==> config.mk <==
export PLATFORM = sky130hd
export DESIGN_NAME = mini68k_exc_sequencer
export DESIGN_NICKNAME = d
export VERILOG_FILES = /design/src/rtl/mini68k_exc_sequencer.sv
export SDC_FILE = /design/constraint.sdc
export NUM_CORES = 1
export LEC_CHECK = 0
export CAP_MARGIN = 20
export CORE_ASPECT_RATIO = 1.75
export CORE_MARGIN = 4
export CORE_UTILIZATION = 51
export DETAILED_ROUTE_END_ITERATION = 10
export HOLD_SLACK_MARGIN = 0.06
export PLACE_DENSITY = 0.81
export RECOVER_POWER = 50
export SKIP_CTS_REPAIR_TIMING = 1
export SKIP_LAST_GASP = 1
export SLEW_MARGIN = 0
export SYNTH_ARGS = -nofsm -noshare
export SYNTH_HDL_FRONTEND = slang
export SYNTH_SLANG_ARGS = --single-unit
==> constraint.sdc <==
create_clock -name clk -period 5.5 [get_ports clk]
set_input_delay 1.65 -clock clk [delete_from_list [all_inputs] [get_ports clk]]
set_output_delay 1.65 -clock clk [all_outputs]
set_load 0.03 [all_outputs]
==> src/rtl/mini68k_exc_sequencer.sv <==
// Exception entry sequencer for a small 68000-style core: stacks PC and SR on the
// supervisor stack, fetches the handler vector, then loads PC, SR and SSP.
module mini68k_exc_sequencer (
  input  logic        clk,
  input  logic        rst,
  input  logic        exception_req,
  input  logic [7:0]  vector_num,
  input  logic        enter_supervisor,
  output logic        exception_ack,
  input  logic [31:0] cur_pc,
  input  logic [15:0] cur_sr,
  input  logic [31:0] cur_ssp,
  output logic        bus_req,
  output logic        bus_we,
  output logic [31:0] bus_addr,
  output logic [15:0] bus_wdata,
  input  logic [15:0] bus_rdata,
  input  logic        bus_ack,
  input  logic        bus_err,
  output logic [31:0] new_pc,
  output logic [15:0] new_sr,
  output logic [31:0] new_ssp,
  output logic        pc_load,
  output logic        sr_load,
  output logic        ssp_load,
  output logic        busy,
  output logic        halted
);

  typedef enum logic [2:0] {
    IDLE     = 3'd0,
    PUSH_PCL = 3'd1,
    PUSH_PCH = 3'd2,
    PUSH_SR  = 3'd3,
    FETCH_VH = 3'd4,
    FETCH_VL = 3'd5,
    LOAD     = 3'd6,
    HALT     = 3'd7
  } state_t;

  state_t      state_r, state_s;
  logic [7:0]  vec_r, vec_s;
  logic [31:0] pc_r, pc_s;
  logic [15:0] sr_r, sr_s;
  logic [31:0] ssp_r, ssp_s;
  logic        sup_r, sup_s;
  logic [31:0] fpc_r, fpc_s;
  logic [31:0] vaddr_s;

  logic        bus_req_r, bus_req_s;
  logic        bus_we_r, bus_we_s;
  logic [31:0] bus_addr_r, bus_addr_s;
  logic [15:0] bus_wdata_r, bus_wdata_s;
  logic [15:0] new_sr_r, new_sr_s;
  logic [31:0] new_ssp_r, new_ssp_s;
  logic        load_r, load_s;
  logic        busy_r, busy_s;
  logic        halted_r, halted_s;

  // Interrupt vectors 25..31 map to level 1..7; since 24 has zero low bits the
  // level is simply the vector's low three bits.
  function automatic logic [15:0] entry_sr(input logic [15:0] sr,
                                           input logic [7:0]  vec,
                                           input logic        sup);
    logic [15:0] res;
    res     = sr;
    res[15] = 1'b0;
    res[13] = sr[13] | sup;
    if ((vec >= 8'd25) && (vec <= 8'd31)) begin
      res[10:8] = vec[2:0];
    end else begin
      res[10:8] = sr[10:8];
    end
    return res;
  endfunction

  // Acceptance pulse: only in IDLE, suppressed while reset is asserted.
  always_comb begin
    if (!rst && (state_r == IDLE) && exception_req) begin
      exception_ack = 1'b1;
    end else begin
      exception_ack = 1'b0;
    end
  end

  // Next-state and context-latch logic.
  always_comb begin
    state_s = state_r;
    vec_s   = vec_r;
    pc_s    = pc_r;
    sr_s    = sr_r;
    ssp_s   = ssp_r;
    sup_s   = sup_r;
    fpc_s   = fpc_r;
    case (state_r)
      IDLE: begin
        if (exception_req) begin
          vec_s   = vector_num;
          pc_s    = cur_pc;
          sr_s    = cur_sr;
          ssp_s   = cur_ssp;
          sup_s   = enter_supervisor;
          state_s = PUSH_PCL;
        end else begin
          state_s = IDLE;
        end
      end
      PUSH_PCL, PUSH_PCH, PUSH_SR, FETCH_VH, FETCH_VL: begin
        if (bus_err) begin
          state_s = HALT;
        end else if (bus_ack) begin
          case (state_r)
            PUSH_PCL: state_s = PUSH_PCH;
            PUSH_PCH: state_s = PUSH_SR;
            PUSH_SR:  state_s = FETCH_VH;
            FETCH_VH: begin
              fpc_s[31:16] = bus_rdata;
              state_s      = FETCH_VL;
            end
            FETCH_VL: begin
              fpc_s[15:0] = bus_rdata;
              state_s     = bus_rdata[0] ? HALT : LOAD;
            end
            default:  state_s = HALT;
          endcase
        end else begin
          state_s = state_r;
        end
      end
      LOAD:    state_s = IDLE;
      HALT:    state_s = HALT;
      default: state_s = IDLE;
    endcase
  end

  assign vaddr_s = {22'd0, vec_s, 2'b00};

  // Output decode from the next state so every output leaves a flop.
  always_comb begin
    bus_req_s   = 1'b0;
    bus_we_s    = 1'b0;
    bus_addr_s  = 32'd0;
    bus_wdata_s = 16'd0;
    load_s      = 1'b0;
    new_sr_s    = new_sr_r;
    new_ssp_s   = new_ssp_r;
    busy_s      = (state_s != IDLE);
    halted_s    = (state_s == HALT);
    case (state_s)
      PUSH_PCL: begin
        bus_req_s   = 1'b1;
        bus_we_s    = 1'b1;
        bus_addr_s  = ssp_s - 32'd2;
        bus_wdata_s = pc_s[15:0];
      end
      PUSH_PCH: begin
        bus_req_s   = 1'b1;
        bus_we_s    = 1'b1;
        bus_addr_s  = ssp_s - 32'd4;
        bus_wdata_s = pc_s[31:16];
      end
      PUSH_SR: begin
        bus_req_s   = 1'b1;
        bus_we_s    = 1'b1;
        bus_addr_s  = ssp_s - 32'd6;
        bus_wdata_s = sr_s;
      end
      FETCH_VH: begin
        bus_req_s  = 1'b1;
        bus_addr_s = vaddr_s;
      end
      FETCH_VL: begin
        bus_req_s  = 1'b1;
        bus_addr_s = vaddr_s + 32'd2;
      end
      LOAD: begin
        load_s    = 1'b1;
        new_sr_s  = entry_sr(sr_s, vec_s, sup_s);
        new_ssp_s = ssp_s - 32'd6;
      end
      default: begin
        bus_req_s = 1'b0;
      end
    endcase
  end

  // State, latched context and registered outputs; reset abandons any transfer.
  always_ff @(posedge clk) begin
    if (rst) begin
      state_r     <= IDLE;
      vec_r       <= 8'd0;
      pc_r        <= 32'd0;
      sr_r        <= 16'd0;
      ssp_r       <= 32'd0;
      sup_r       <= 1'b0;
      fpc_r       <= 32'd0;
      bus_req_r   <= 1'b0;
      bus_we_r    <= 1'b0;
      bus_addr_r  <= 32'd0;
      bus_wdata_r <= 16'd0;
      new_sr_r    <= 16'd0;
      new_ssp_r   <= 32'd0;
      load_r      <= 1'b0;
      busy_r      <= 1'b0;
      halted_r    <= 1'b0;
    end else begin
      state_r     <= state_s;
      vec_r       <= vec_s;
      pc_r        <= pc_s;
      sr_r        <= sr_s;
      ssp_r       <= ssp_s;
      sup_r       <= sup_s;
      fpc_r       <= fpc_s;
      bus_req_r   <= bus_req_s;
      bus_we_r    <= bus_we_s;
      bus_addr_r  <= bus_addr_s;
      bus_wdata_r <= bus_wdata_s;
      new_sr_r    <= new_sr_s;
      new_ssp_r   <= new_ssp_s;
      load_r      <= load_s;
      busy_r      <= busy_s;
      halted_r    <= halted_s;
    end
  end

  assign bus_req   = bus_req_r;
  assign bus_we    = bus_we_r;
  assign bus_addr  = bus_addr_r;
  assign bus_wdata = bus_wdata_r;
  assign new_pc    = fpc_r;
  assign new_sr    = new_sr_r;
  assign new_ssp   = new_ssp_r;
  assign pc_load   = load_r;
  assign sr_load   = load_r;
  assign ssp_load  = load_r;
  assign busy      = busy_r;
  assign halted    = halted_r;

endmodule

==> results of run 1 <==
-- sequential cells by signal, summed over array words and instances (netlist names), 15 cells and up --
| name | flops |
|---|---|
| bus_addr | 32 |
| bus_wdata | 16 |
| new_pc | 32 |
| new_sr | 15 |
| new_ssp | 32 |
| pc_r | 32 |
| sr_r | 16 |
| ssp_r | 32 |
-- per-layer routing --
metal  GRT usage (%)  part of all wire (%)
met1            34.3                    34
met2            57.6                    52
met3            6.27                   7.4
met4            20.1                   6.8
met5               0                     0
-- per-stage QoR --
step	area [µm²]	setup WS (ps)	utilization [%]	total power [mW]	hold WS [ps]
after floorplan	10700	494	-	3.89	436
after global placement	13300	510	65.2	4.82	438
after detailed placement	13300	277	65.2	4.85	443
after CTS	14000	586	68.6	6.33	452
after global routing	14000	254	68.4	6.61	458
final	14000	470	68.5	6.33	448
-- power by group through the flow --
stage | registers [mW] | logic (mW) | clock network (mW)
after floorplan | 2.12 | 1.77 | 0
after global placement | 2.00 | 2.82 | 0
after detailed placement | 2.00 | 2.85 | 0
after CTS | 1.97 | 2.87 | 1.49
after global routing | 1.99 | 3.08 | 1.54
final | 1.97 | 2.88 | 1.47
-- cell usage after synthesis (all sizes together), types with 23 or more instances --
library cell / instances
a21oi: 104
buf: 24
clkbuf: 64
dfxtp: 224
mux2i: 114
nand2: 138
nor2: 227
nor3: 28
nor4: 28
o21ai: 42
o22ai: 23
xnor2: 30
-- worst max-delay path, delay by kind of cell --
kind	cells	cell delay (ps)
buffers and inverters	2	750
and+or+nand+nor	2	970
-- placed cells by master, fill, tap and decap left out, drive strengths merged, types with 7 or more instances in the layout --
cell and n:
o21a 7, and3 9, a21oi 104, and2 7, nand3b 7, nor3 28
or3 9, o21ai 42, clkbuf 34, xor2 13, inv 9, xnor2 30
clkinv 8, or4 12, dfxtp 224, nor2 227, buf 32, dlygate4sd3 136
nor4 28, nand3 21, o22ai 23, nand2 138, a211oi 17, a22oi 11
clkdlybuf4s50 106, nand4 13, mux2i 114
-- kinds of logic after synthesis --
| group | share of synthesized area, % |
|---|---|
| compound gates | 16.0 |
| xor+xnor | 3.54 |
| fa+ha+maj | 0.587 |
| buf+inv | 3.78 |
| flops | 42.1 |
| mux | 11.3 |
| other cells | 0.0352 |
| simple gates | 22.6 |
-- path summary, 6_finish.rpt --
path / cells after the start / endpoint / slack [ps]
max reg2reg: 11 / bus_addr[30] / 1640
min reg2reg: 2 / new_ssp[19] / 450
max: 4 / exception_ack / 470
min: 2 / new_ssp[19] / 450
-- layout make-up --
class                   count  area [µm²]  area share [%]
clock inverters            13         100           0.715
diodes                      4        10.0          0.0715
repair buffers            281        2690            19.2
inverters                   9        33.8           0.241
well taps                 248         310            2.22
multi-input cells         966        5790            41.3
clock buffers              27         591            4.22
flip-flops and latches    224        4480            32.0
==> reports/qor.csv, run 1 <==
metric,value,unit
outcome,"finished, violations left",
violated checks,"capacitance limit, slew limit",
Post-DRT Antenna Nets,0,
CTS root buf,clkbuf_16,
Synth async-reset ratio,0,%
Placer Congestion,0.964,
largest net degree at the start of global routing,98,
Die Height,199,µm
area delta synth->final,31.5,%
Port Buffer Count,244,
Post-synth top flop,dfxtp_1,
CTS clock-pin slew for the worst setup and hold paths,70,ps
clock power share,23.2,%
Final Hold Vio Count,0,
DRC violations left,0,
Synth top area share,42.1,%
Die ar.,23400,µm²
Final nets,1619,
Initial Util,52.1,%
Comb pwr share,45.6,%
Post-Route WL,39100,µm
clock sink count,224,
clk_skew,12.7,ps
first-pass GRT wire length,58700,µm
H-tree depth,1,
area of the mapped netlist,10700,µm²
max cap viols,3,
worst vdd ir,0.310,mV
DRT iter0 DRCs,883,
max-slew violations,208,
Mapped Cells,1287,
critical path data required time,3850,ps
Post-synth EDFFs,0,
unrepaired setup endpoints after global routing,false,
crit path from,exception_req,
min-delay worst type,reg2reg,
dpl cells,1728,
initial antenna violation count,3,
"top cells by area, synth","dfxtp_1 42%, mux2i_1 11%, nor2_1 8.0%, a21oi_1 4.9%, nand2_1 4.9%",
worst r2r src,state_r[0],
DRT Pass-1 Iters,6,
DR vias,10800,
slew margin rel.,-36.2,%
crit end category,output pin,
syn nets,1402,
Tightest Pin Transition,2040,ps
row count,69,
Core Box Area,20500,µm²
post-synthesis sequential area ratio,42.1,%
FMAX,199,MHz
Syn Area/Cell,8.28,µm²
gr usage total,32.4,%
HP Start,new_ssp[19],
clk_lat worst skew,510,ps
P_leak,5.58,nW
Final HPWL DP,28500,µm
"Data arrival, critical path",3380,ps
IO Count,246,
Worst Path Max Fanout,8,
Horiz. Die Dim,117,µm
Synth area leader,dfxtp_1,
Setup Viol. Count Final,0,
Cell variety after synth,72,
CTS tree,done,
total gr overflow,0,
internal cell power,3.69,mW
share of cells above drive strength 1,6.05,%
Pwr per Cell Area,452,nW/µm²
routed len/inst,22.0,µm
sw frac,41.6,%
Via-to-Cell Ratio,6.07,
setup_tns,0,ps
Psw,2.63,mW
Final Non-Filler Cells,1772,
"Critical Path, Cell by Cell","dlygate4sd3_1, or4b_1, nor2_1, buf_4",
CP max-delay cell,or4b_1,
number of global-route vias before repair,10800,
Seq pwr share,31.2,%
Final min period,5030,ps
Setup CP Type,in2out,
Num CTS Buffers,22,
number of filler cells placed in the layout,1660,
slowest cell delay on critical path,730,ps
period utilization,91.5,%
Yosys reg bits,224,
Ys Warns,0,
CP Launch Type,input port,
CTS Buffer Depth,3,
Power figures use the tool's default switching activity.
==> run 2: changes to the inputs <==
CTS_CLUSTER_DIAMETER = 120   (was default)
==> results of run 2 <==
The final DEF is identical to that of run 1; final timing and power are the same.
